<file path="src/rtl/fifo_ctrl_if.sv">
// Handshake/status bundle between a FIFO user and fifo_ctrl.
//   master : request side (drives wr_i, rd_i, clr_err_i; observes everything else)
//   slave  : fifo_ctrl (drives enables, addresses, occupancy and status flags)
// Signal names keep the original port names of fifo_ctrl.
interface fifo_ctrl_if #(
    parameter int unsigned AddrBits = 3
);
    logic                wr_i;
    logic                rd_i;
    logic                clr_err_i;
    logic                wr_en_o;
    logic                rd_en_o;
    logic [AddrBits-1:0] w_addr_o;
    logic [AddrBits-1:0] r_addr_o;
    logic                r_valid_o;
    logic                full_o;
    logic                empty_o;
    logic                almost_full_o;
    logic                almost_empty_o;
    logic [AddrBits:0]   count_o;
    logic                overflow_o;
    logic                underflow_o;

    modport master (
        output wr_i, rd_i, clr_err_i,
        input  wr_en_o, rd_en_o, w_addr_o, r_addr_o, r_valid_o,
               full_o, empty_o, almost_full_o, almost_empty_o,
               count_o, overflow_o, underflow_o
    );

    modport slave (
        input  wr_i, rd_i, clr_err_i,
        output wr_en_o, rd_en_o, w_addr_o, r_addr_o, r_valid_o,
               full_o, empty_o, almost_full_o, almost_empty_o,
               count_o, overflow_o, underflow_o
    );
endinterface

</file>
<file path="src/rtl/fifo_ctrl.sv">
// Pointer and flag controller for a synchronous FIFO built on a reg_file of
// 2**AddrBits entries. Gates push/pop requests against registered full/empty,
// drives the storage write/read enables and addresses, and publishes occupancy,
// almost-full/almost-empty and sticky overflow/underflow status.
// Ports:
//   clk_i  : clock, all state on the rising edge
//   rst_i  : synchronous active-high reset
//   fifo   : fifo_ctrl_if slave (wr_i/rd_i/clr_err_i in; enables, addresses,
//            r_valid_o, flags, count_o, overflow_o/underflow_o out)
module fifo_ctrl #(
    parameter int unsigned AddrBits       = 3,
    parameter int unsigned AlmostFullThr  = 6,
    parameter int unsigned AlmostEmptyThr = 1
) (
    input  logic       clk_i,
    input  logic       rst_i,
    fifo_ctrl_if.slave fifo
);
    localparam int unsigned      Depth  = 1 << AddrBits;
    localparam logic [AddrBits:0] DepthC = (AddrBits + 1)'(Depth);
    localparam logic [AddrBits:0] AfThrC = (AddrBits + 1)'(AlmostFullThr);
    localparam logic [AddrBits:0] AeThrC = (AddrBits + 1)'(AlmostEmptyThr);

    if (AlmostFullThr == 0 || AlmostFullThr > Depth || AlmostEmptyThr >= Depth) begin : g_bad_thr
        $error("fifo_ctrl: threshold parameters out of range");
    end

    logic [AddrBits:0] wptr_q;
    logic [AddrBits:0] rptr_q;
    logic [AddrBits:0] count_q;
    logic [AddrBits:0] count_next;
    logic              full_q;
    logic              empty_q;
    logic              afull_q;
    logic              aempty_q;
    logic              ovf_q;
    logic              unf_q;
    logic              rvalid_q;
    logic              wr_en;
    logic              rd_en;

    // Acceptance looks only at the registered flags, so a pop in the same
    // cycle never frees room for a push into a full FIFO (and vice versa).
    always_comb begin
        wr_en      = fifo.wr_i & ~full_q  & ~rst_i;
        rd_en      = fifo.rd_i & ~empty_q & ~rst_i;
        count_next = count_q + (AddrBits + 1)'(wr_en) - (AddrBits + 1)'(rd_en);
    end

    always_ff @(posedge clk_i) begin
        if (rst_i) begin
            wptr_q   <= '0;
            rptr_q   <= '0;
            count_q  <= '0;
            full_q   <= 1'b0;
            empty_q  <= 1'b1;
            afull_q  <= 1'b0;
            aempty_q <= 1'b1;
            ovf_q    <= 1'b0;
            unf_q    <= 1'b0;
            rvalid_q <= 1'b0;
        end else begin
            wptr_q   <= wptr_q + (AddrBits + 1)'(wr_en);
            rptr_q   <= rptr_q + (AddrBits + 1)'(rd_en);
            count_q  <= count_next;
            full_q   <= (count_next == DepthC);
            empty_q  <= (count_next == '0);
            afull_q  <= (count_next >= AfThrC);
            aempty_q <= (count_next <= AeThrC);
            // A new error in the same cycle as a clear wins over the clear.
            ovf_q    <= (fifo.wr_i & full_q)  | (ovf_q & ~fifo.clr_err_i);
            unf_q    <= (fifo.rd_i & empty_q) | (unf_q & ~fifo.clr_err_i);
            rvalid_q <= rd_en;
        end
    end

    assign fifo.wr_en_o        = wr_en;
    assign fifo.rd_en_o        = rd_en;
    assign fifo.w_addr_o       = wptr_q[AddrBits-1:0];
    assign fifo.r_addr_o       = rptr_q[AddrBits-1:0];
    assign fifo.r_valid_o      = rvalid_q;
    assign fifo.full_o         = full_q;
    assign fifo.empty_o        = empty_q;
    assign fifo.almost_full_o  = afull_q;
    assign fifo.almost_empty_o = aempty_q;
    assign fifo.count_o        = count_q;
    assign fifo.overflow_o     = ovf_q;
    assign fifo.underflow_o    = unf_q;
endmodule

</file>
<file path="src/flat_wrapper.sv">
// flat-port wrapper written by rule: the top's interface ports become plain ports
module fifo_ctrl_flat 
#(
    parameter int unsigned AddrBits       = 3,
    parameter int unsigned AlmostFullThr  = 6,
    parameter int unsigned AlmostEmptyThr = 1
)
  (clk_i, rst_i, fifo_wr_i, fifo_rd_i, fifo_clr_err_i, fifo_wr_en_o, fifo_rd_en_o, fifo_w_addr_o, fifo_r_addr_o, fifo_r_valid_o, fifo_full_o, fifo_empty_o, fifo_almost_full_o, fifo_almost_empty_o, fifo_count_o, fifo_overflow_o, fifo_underflow_o);
  fifo_ctrl_if #(.AddrBits(AddrBits)) fifo_i ();
  input  logic clk_i;
  input  logic rst_i;
  input wire logic [$bits(fifo_i.wr_i)-1:0] fifo_wr_i;
  input wire logic [$bits(fifo_i.rd_i)-1:0] fifo_rd_i;
  input wire logic [$bits(fifo_i.clr_err_i)-1:0] fifo_clr_err_i;
  output wire logic [$bits(fifo_i.wr_en_o)-1:0] fifo_wr_en_o;
  output wire logic [$bits(fifo_i.rd_en_o)-1:0] fifo_rd_en_o;
  output wire logic [$bits(fifo_i.w_addr_o)-1:0] fifo_w_addr_o;
  output wire logic [$bits(fifo_i.r_addr_o)-1:0] fifo_r_addr_o;
  output wire logic [$bits(fifo_i.r_valid_o)-1:0] fifo_r_valid_o;
  output wire logic [$bits(fifo_i.full_o)-1:0] fifo_full_o;
  output wire logic [$bits(fifo_i.empty_o)-1:0] fifo_empty_o;
  output wire logic [$bits(fifo_i.almost_full_o)-1:0] fifo_almost_full_o;
  output wire logic [$bits(fifo_i.almost_empty_o)-1:0] fifo_almost_empty_o;
  output wire logic [$bits(fifo_i.count_o)-1:0] fifo_count_o;
  output wire logic [$bits(fifo_i.overflow_o)-1:0] fifo_overflow_o;
  output wire logic [$bits(fifo_i.underflow_o)-1:0] fifo_underflow_o;
  assign fifo_i.wr_i = fifo_wr_i;
  assign fifo_i.rd_i = fifo_rd_i;
  assign fifo_i.clr_err_i = fifo_clr_err_i;
  assign fifo_wr_en_o = fifo_i.wr_en_o;
  assign fifo_rd_en_o = fifo_i.rd_en_o;
  assign fifo_w_addr_o = fifo_i.w_addr_o;
  assign fifo_r_addr_o = fifo_i.r_addr_o;
  assign fifo_r_valid_o = fifo_i.r_valid_o;
  assign fifo_full_o = fifo_i.full_o;
  assign fifo_empty_o = fifo_i.empty_o;
  assign fifo_almost_full_o = fifo_i.almost_full_o;
  assign fifo_almost_empty_o = fifo_i.almost_empty_o;
  assign fifo_count_o = fifo_i.count_o;
  assign fifo_overflow_o = fifo_i.overflow_o;
  assign fifo_underflow_o = fifo_i.underflow_o;
  fifo_ctrl #(.AddrBits(AddrBits), .AlmostFullThr(AlmostFullThr), .AlmostEmptyThr(AlmostEmptyThr)) u_core (.clk_i(clk_i), .rst_i(rst_i), .fifo(fifo_i));
endmodule
</file>
<file path="config.mk">
export PLATFORM = sky130hd
export DESIGN_NAME = fifo_ctrl_flat
export DESIGN_NICKNAME = d
export VERILOG_FILES = /design/src/rtl/fifo_ctrl_if.sv /design/src/rtl/fifo_ctrl.sv /design/src/flat_wrapper.sv
export SDC_FILE = /design/constraint.sdc
export NUM_CORES = 1
export LEC_CHECK = 0
export CORE_MARGIN = 2
export CORE_UTILIZATION = 39
export DETAILED_ROUTE_END_ITERATION = 16
export GPL_TIMING_DRIVEN = 0
export HOLD_SLACK_MARGIN = 0.15
export PLACE_DENSITY = 0.72
export SLEW_MARGIN = 20
export SYNTH_ARGS = -nofsm -noshare
export SYNTH_HDL_FRONTEND = slang
export SYNTH_SLANG_ARGS = --single-unit
</file>
<file path="constraint.sdc">
create_clock -name clk_i -period 1.9 [get_ports clk_i]
set_input_delay 0.19 -clock clk_i [delete_from_list [all_inputs] [get_ports clk_i]]
set_output_delay 0.19 -clock clk_i [all_outputs]
set_load 0.05 [all_outputs]
</file>
==> results of run 1 <==
## path summary, 6_finish.rpt
check,from,to,cells past startpoint
max,u_core.fifo.full_o$_SDFF_PP0_,u_core.fifo.almost_full_o$_SDFF_PP0_,7
min,fifo_rd_i,u_core.fifo.r_valid_o$_SDFF_PP0_,2
max reg2reg,u_core.fifo.full_o$_SDFF_PP0_,u_core.fifo.almost_full_o$_SDFF_PP0_,7
min reg2reg,u_core.fifo.empty_o$_SDFF_PP1_,u_core.fifo.r_valid_o$_SDFF_PP0_,1
## power by group through the flow
| stage | logic [W] | registers (W) | clock network [W] |
|---|---|---|---|
| after floorplan | 0.000339 | 0.000808 | 0 |
| after global placement | 0.000863 | 0.000520 | 0 |
| after detailed placement | 0.000872 | 0.000522 | 0 |
| after CTS | 0.000951 | 0.000514 | 0.000204 |
| after global routing | 0.00110 | 0.000522 | 0.000220 |
| final | 0.00102 | 0.000516 | 0.000197 |
## layout make-up
class | instances | area share, %
clock buffers | 3 | 2.00
clock inverters | 1 | 0.445
well taps | 25 | 2.78
multi-input cells | 45 | 33.6
repair buffers | 31 | 26.7
inverters | 7 | 2.34
plain buffers | 2 | 1.34
flip-flops and latches | 17 | 30.7
## what timing repair did
action,CTS,global route
gates resized for setup,8,7
setup buffers,5,2
pin swaps,8,3
endpoints found under the setup margin,8,6
hold buffers,2,0
hold endpoints to repair,5,0
## state kept, by name, summed over array words and instances (netlist names)
register,count
u_core.fifo.r_valid_o,1
u_core.wptr_q,3
u_core.fifo.almost_empty_o,1
u_core.fifo.empty_o,1
u_core.fifo.almost_full_o,1
u_core.fifo.full_o,1
u_core.rptr_q,3
u_core.fifo.overflow_o,1
u_core.fifo.underflow_o,1
u_core.fifo.count_o,4
## synth_stat cells
cell type	instances
dfxtp_1	17
nor2_1	8
inv_1	7
ha_1	6
nor2b_1	5
xnor2_1	4
a21oi_1	3
a22oi_1	2
nand3_1	2
a211oi_1	1
a21o_1	1
a41o_2	1
and2_1	1
and3_1	1
buf_6	1
clkbuf_1	1
fa_1	1
nand2_1	1
nand3b_1	1
nor3b_1	1
nor3b_4	1
o21ai_1	1
o31a_1	1
o31ai_1	1
or3b_4	1
xor2_1	1
## cells by family (layout without fill, tap and decap cells)
logic type | Yosys count | in the layout | synth area share, %
AO/OA/AOI/OAI | 11 | 11 | 10.6
adder cells (fa/ha/maj) | 7 | 7 | 13.0
buffers and inverters | 9 | 44 | 5.65
flip-flops | 17 | 17 | 46.6
AND/OR/NAND/NOR | 22 | 22 | 18.2
XOR/XNOR | 5 | 5 | 5.99
## through the flow
stage                     area (sq um)  util, %  total power [W]  hold slack, ns  worst slack [ns]
after floorplan                    744        -          0.00115           0.355            -0.507
after global placement             996     57.1          0.00138           0.413            -0.559
after global routing              1120     64.4          0.00184           0.240            -0.232
after CTS                         1090     62.3          0.00167           0.293            -0.172
final                             1120     64.4          0.00174           0.236            -0.179
after detailed placement           996     57.1          0.00139           0.411            -0.561
## worst max-delay path: cells and delay by family (launching register included)
| kind | cells | cell delay, ns |
|---|---|---|
| fa+ha+maj | 2 | 0.76 |
| simple gates | 2 | 0.44 |
| compound gates | 2 | 0.40 |
| flops | 1 | 0.34 |
| buf+inv | 1 | 0.04 |
## routing by layer
metal | GRT usage [%] | share of wire, %
met1 | 18.4 | 43
met2 | 26.5 | 49
met3 | 4.23 | 4.2
met4 | 7.78 | 3.7
met5 | 0 | 0
## layout by cell type (no fill, tap or decap), drive strengths merged, types with 2 or more instances in the layout
cell type,n
nor2b,5
ha,6
inv,7
buf,8
dlygate4sd2,2
clkbuf,4
dlygate4sd3,2
clkdlybuf4s50,18
nor2,8
nand3,2
dfxtp,17
nor3b,2
xnor2,4
a22oi,2
a21oi,3
==> impl_metrics.env, run 1 <==
export IMPL_clock_tree_root_cell="clkbuf_4"
export IMPL_gp_congestion=0.787
export IMPL_yosysTopAreaCell="dfxtp_1"
export IMPL_cp_slowest_cell="fa_2"
export IMPL_slew_headroom_pct=65.8
export IMPL_n_antenna_cell=0
export IMPL_rsz0062_at_grt="yes"
export IMPL_grt_pass1_vias=589
export IMPL_grt_overflow=0
export IMPL_clock_fmax_mhz=481
export IMPL_p_sw_w=0.000779
export IMPL_die_area_sq_mm=0.00224
export IMPL_period_minus_slack_ns=2.08
export IMPL_ys_ff_latch=17
export IMPL_tightest_slew_ns=0.511
export IMPL_ys_seq_area_share_pct=46.6
export IMPL_die_w_um=47.3
export IMPL_finalCritPeriodShare_pct=109
export IMPL_status="complete, but fails checks"
export IMPL_clkPwrFrac_pct=11.3
export IMPL_power_density_mw_per_mm2=1550
export IMPL_cts_buffers=3
export IMPL_antenna_found_initial=0
export IMPL_firstDrtPassIters=4
export IMPL_cts_sinks=17
export IMPL_pwr_share_comb_pct=59.0
export IMPL_setup_viol=6
export IMPL_fin_nets=119
export IMPL_cp_max_fo=4
export IMPL_initial_utilization_pct=41.9
export IMPL_synth_area_leaders="dfxtp_1 (47%), ha_1 (10%), xnor2_1 (4.8%)"
export IMPL_vias=614
export IMPL_maxSlewViolCount=0
export IMPL_htreeDepth=1
export IMPL_setup_tns_final_ns=-0.630
export IMPL_route_detailed_drc=0
export IMPL_worst_ep_required_time_ns=2.10
export IMPL_totalWireLength_mm=1.55
export IMPL_vdd_drop_max_mv=0.889
export IMPL_track_usage_pct=15.8
export IMPL_hp_class="in -> reg"
export IMPL_syn2layout_area_growth_pct=53.8
export IMPL_clock_path_buffers=2
export IMPL_post_drt_wl_per_cell_um=11.8
export IMPL_crit_chain="or3b_4, o21ai_2, ha_2, inv_2, fa_2, nor2_1, o31a_1"
export IMPL_ff_latch_area_sq_um=345
export IMPL_netlist_area_sq_um=731
export IMPL_antenna_left=0
export IMPL_fp_dieH_um=47.3
export IMPL_synthCells=71
export IMPL_vias_per_cell=4.69
export IMPL_p_int_w=0.000958
export IMPL_final_setup_worst_slack_ns=-0.179
export IMPL_pwr_share_seq_pct=29.7
export IMPL_ys_warn_count=0
export IMPL_io_buffers=22
export IMPL_clk_latency_ns=0.30
export IMPL_grt_max_degree=11
export IMPL_p_leak_nw=0.484
export IMPL_grt_pass1_wl_mm=2.42
export IMPL_cp_start_kind="register"
export IMPL_syn_nets=83
export IMPL_cp_end_kind="register"
export IMPL_synth_top_cell_area_share_pct=46.6
export IMPL_max_cap_viol_count=0
export IMPL_p_sw_share_pct=44.9
export IMPL_ff2ff_setup_slack_ns=-0.18
export IMPL_synth_cell_types=26
export IMPL_stdcell_count=131
export IMPL_rows=15
export IMPL_cp_arrival_ns=2.28
export IMPL_syn_area_per_cell_sq_um=10.3
export IMPL_multi_input_area_sq_um=378
export IMPL_clock_skew_ns=0.00902
export IMPL_cpPeakStageDelay_ns=0.57
export IMPL_pin_count=24
export IMPL_path_clk_slew_ns=0.10
export IMPL_cts_tree="built"
export IMPL_violations="negative setup slack"
export IMPL_place_inst=118
export IMPL_final_hold_viol_count=0
export IMPL_fp_coreArea_sq_mm=0.00175
export IMPL_hpwl_mm=1.00
export IMPL_drive_gt1_share_pct=24.5
export IMPL_crit_type="reg -> reg"
export IMPL_nFillCells=139
export IMPL_drtIter0Drc=8
No activity file was read; power rests on OpenSTA's default activity.
==> run 2: changes to the inputs <==
--- a/config.mk
+++ b/config.mk
@@ -10,7 +10,7 @@
 export DETAILED_ROUTE_END_ITERATION = 16
 export GPL_TIMING_DRIVEN = 0
 export HOLD_SLACK_MARGIN = 0.15
-export PLACE_DENSITY = 0.72
+export PLACE_DENSITY_LB_ADDON = 0.12
 export SLEW_MARGIN = 20
 export SYNTH_ARGS = -nofsm -noshare
 export SYNTH_HDL_FRONTEND = slang
==> run 2 against run 1 <==
Effect of this change: the flow still finishes with violations (negative setup slack); clock power barely moved; via count fell by 3.9%; non-clock buffer count fell by 1; hold slack improved by 0.066 ns; combinational power barely moved; design area fell by 1.4%; critical path type is now in -> reg; critical endpoint is now u_core.fifo.empty_o$_SDFF_PP1_; critical path depth rose by 2; final cell count fell by 0.76%; largest cell class unchanged.
==> impl_metrics.env, run 2 (synthesis results as in run 1) <==
export IMPL_vias=590
export IMPL_vdd_drop_max_mv=1.07
export IMPL_drive_gt1_share_pct=21.9
export IMPL_io_buffers=22
export IMPL_ff_latch_area_sq_um=345
export IMPL_crit_chain="clkdlybuf4s50_1, nor3b_4, nand2_1, o21ai_2, ha_2, inv_2, fa_2, nand3b_1, o31ai_2"
export IMPL_final_setup_worst_slack_ns=-0.203
export IMPL_fp_dieH_um=47.3
export IMPL_p_sw_share_pct=45.1
export IMPL_crit_family="adder cells"
export IMPL_final_common_cell="clkdlybuf4s50_1"
export IMPL_finalCritPeriodShare_pct=111
export IMPL_cts_sinks=17
export IMPL_gp_congestion=0.797
export IMPL_power_density_mw_per_mm2=1550
export IMPL_n_antenna_cell=0
export IMPL_violations="negative setup slack"
export IMPL_post_drt_wl_per_cell_um=10.8
export IMPL_cp_slowest_cell="fa_2"
export IMPL_crit_type="in -> reg"
export IMPL_grt_pass1_wl_mm=2.32
export IMPL_period_minus_slack_ns=2.10
export IMPL_grt_overflow=0
export IMPL_nFillCells=156
export IMPL_drtIter0Drc=3
export IMPL_rows=15
export IMPL_pwr_share_seq_pct=29.9
export IMPL_p_leak_nw=0.470
export IMPL_die_area_sq_mm=0.00224
export IMPL_multi_input_area_sq_um=378
export IMPL_setup_viol=5
export IMPL_design_area_sq_mm=0.00111
export IMPL_placed_cell_area_sq_um=996
export IMPL_grt_pass1_vias=545
export IMPL_final_hold_viol_count=0
export IMPL_vias_per_cell=4.54
export IMPL_cts_tree="built"
export IMPL_hpwl_mm=1.00
export IMPL_track_usage_pct=15.5
export IMPL_grt_max_degree=11
export IMPL_max_cap_viol_count=0
export IMPL_rsz0062_at_grt="yes"
export IMPL_cp_start_kind="input pin"
export IMPL_largest_reg_flops=4
export IMPL_path_clk_slew_ns=0.09
export IMPL_cpPeakStageDelay_ns=0.56
export IMPL_cp_max_fo=4
export IMPL_antenna_left=0
export IMPL_firstDrtPassIters=4
export IMPL_fin_nets=118
export IMPL_p_int_w=0.000942
export IMPL_clock_path_buffers=2
export IMPL_pin_count=24
export IMPL_pwr_share_comb_pct=58.8
export IMPL_fp_coreArea_sq_mm=0.00175
export IMPL_clkPwrFrac_pct=11.3
export IMPL_place_inst=118
export IMPL_clk_latency_ns=0.29
export IMPL_stdcell_count=130
export IMPL_tightest_slew_ns=0.513
export IMPL_htreeDepth=1
export IMPL_cp_arrival_ns=2.30
export IMPL_status="complete, but fails checks"
export IMPL_slew_headroom_pct=65.8
export IMPL_totalWireLength_mm=1.41
export IMPL_cts_buffers=3
export IMPL_die_w_um=47.3
export IMPL_antenna_found_initial=0
export IMPL_route_detailed_drc=0
export IMPL_dp_slack_ns=-0.613
export IMPL_clock_tree_root_cell="clkbuf_4"
export IMPL_final_cell_mix="clkdlybuf4s50_1 (19), dfxtp_1 (15), nor2_1 (7)"
export IMPL_clock_fmax_mhz=476
export IMPL_cp_end_kind="register"
export IMPL_initial_utilization_pct=41.9
export IMPL_maxSlewViolCount=0
export IMPL_clock_skew_ns=0.00533
export IMPL_hp_class="in -> reg"
export IMPL_p_sw_w=0.000775
export IMPL_path_buf_inv=2
export IMPL_syn2layout_area_growth_pct=51.5
export IMPL_worst_ep_required_time_ns=2.09
[run 2: area by class of cell]
type	instances	share of cell area (%)
Timing Repair Buffer	30	25.8
Clock buffer	4	2.37
Tap cell	25	2.82
Inverter	7	2.37
Buffer	2	1.36
Sequential cell	17	31.2
Multi-Input combinational cell	45	34.1
[run 2: what timing repair did]
item                       CTS  global route
pin swaps                    7             3
hold endpoints to repair     5             0
gates resized for setup      8             3
hold buffers                 2             0
setup buffers                5             1
setup endpoints to repair    7             5
[run 2: power by group through the flow]
stage	sequential (W)	combinational, W	clock, W
floorplan	0.000808	0.000339	0
global placement	0.000520	0.000865	0
detailed placement	0.000522	0.000872	0
CTS	0.000514	0.000971	0.000199
global route	0.000526	0.00108	0.000219
finish	0.000513	0.00101	0.000194
[run 2: path summary, 6_finish.rpt]
kind,endpoint,start,slack (ns),depth (start not counted)
max,u_core.fifo.empty_o$_SDFF_PP1_,fifo_rd_i,-0.20,9
min,u_core.fifo.overflow_o$_SDFF_PP0_,fifo_wr_i,0.30,3
max reg2reg,u_core.fifo.empty_o$_SDFF_PP1_,u_core.fifo.full_o$_SDFF_PP0_,-0.20,7
min reg2reg,u_core.fifo.r_valid_o$_SDFF_PP0_,u_core.fifo.empty_o$_SDFF_PP1_,0.48,1
[run 2: tightest hold or removal path, delay by kind of cell]
family	cells	cell delay (ns)
compound gates	1	0.08
buf+inv	1	0.21
simple gates	1	0.08
[run 2: through the flow]
step	total power (W)	util, %	TNS [ns]	hold slack, ns
3_5_place_dp	0.00139	57.1	-3.25	0.411
5_1_grt	0.00182	63.4	-1.26	0.321
4_1_cts	0.00168	62.3	-0.743	0.297
6_report	0.00172	63.4	-0.682	0.302
2_1_floorplan	0.00115	-	-2.55	0.355
3_3_place_gp	0.00138	57.1	-3.21	0.410
[run 2: per-layer routing]
layer / part of all wire, % / vias to the layer above / wire length [um] / GRT usage [%]
met4: 0.85 / 0 / 12 / 8.89
met1: 48 / 269 / 681 / 19.3
met2: 45 / 18 / 627 / 22.7
li1: - / 301 / - / -
met5: 0 / - / 0 / 0
met3: 6.0 / 2 / 85 / 5.77
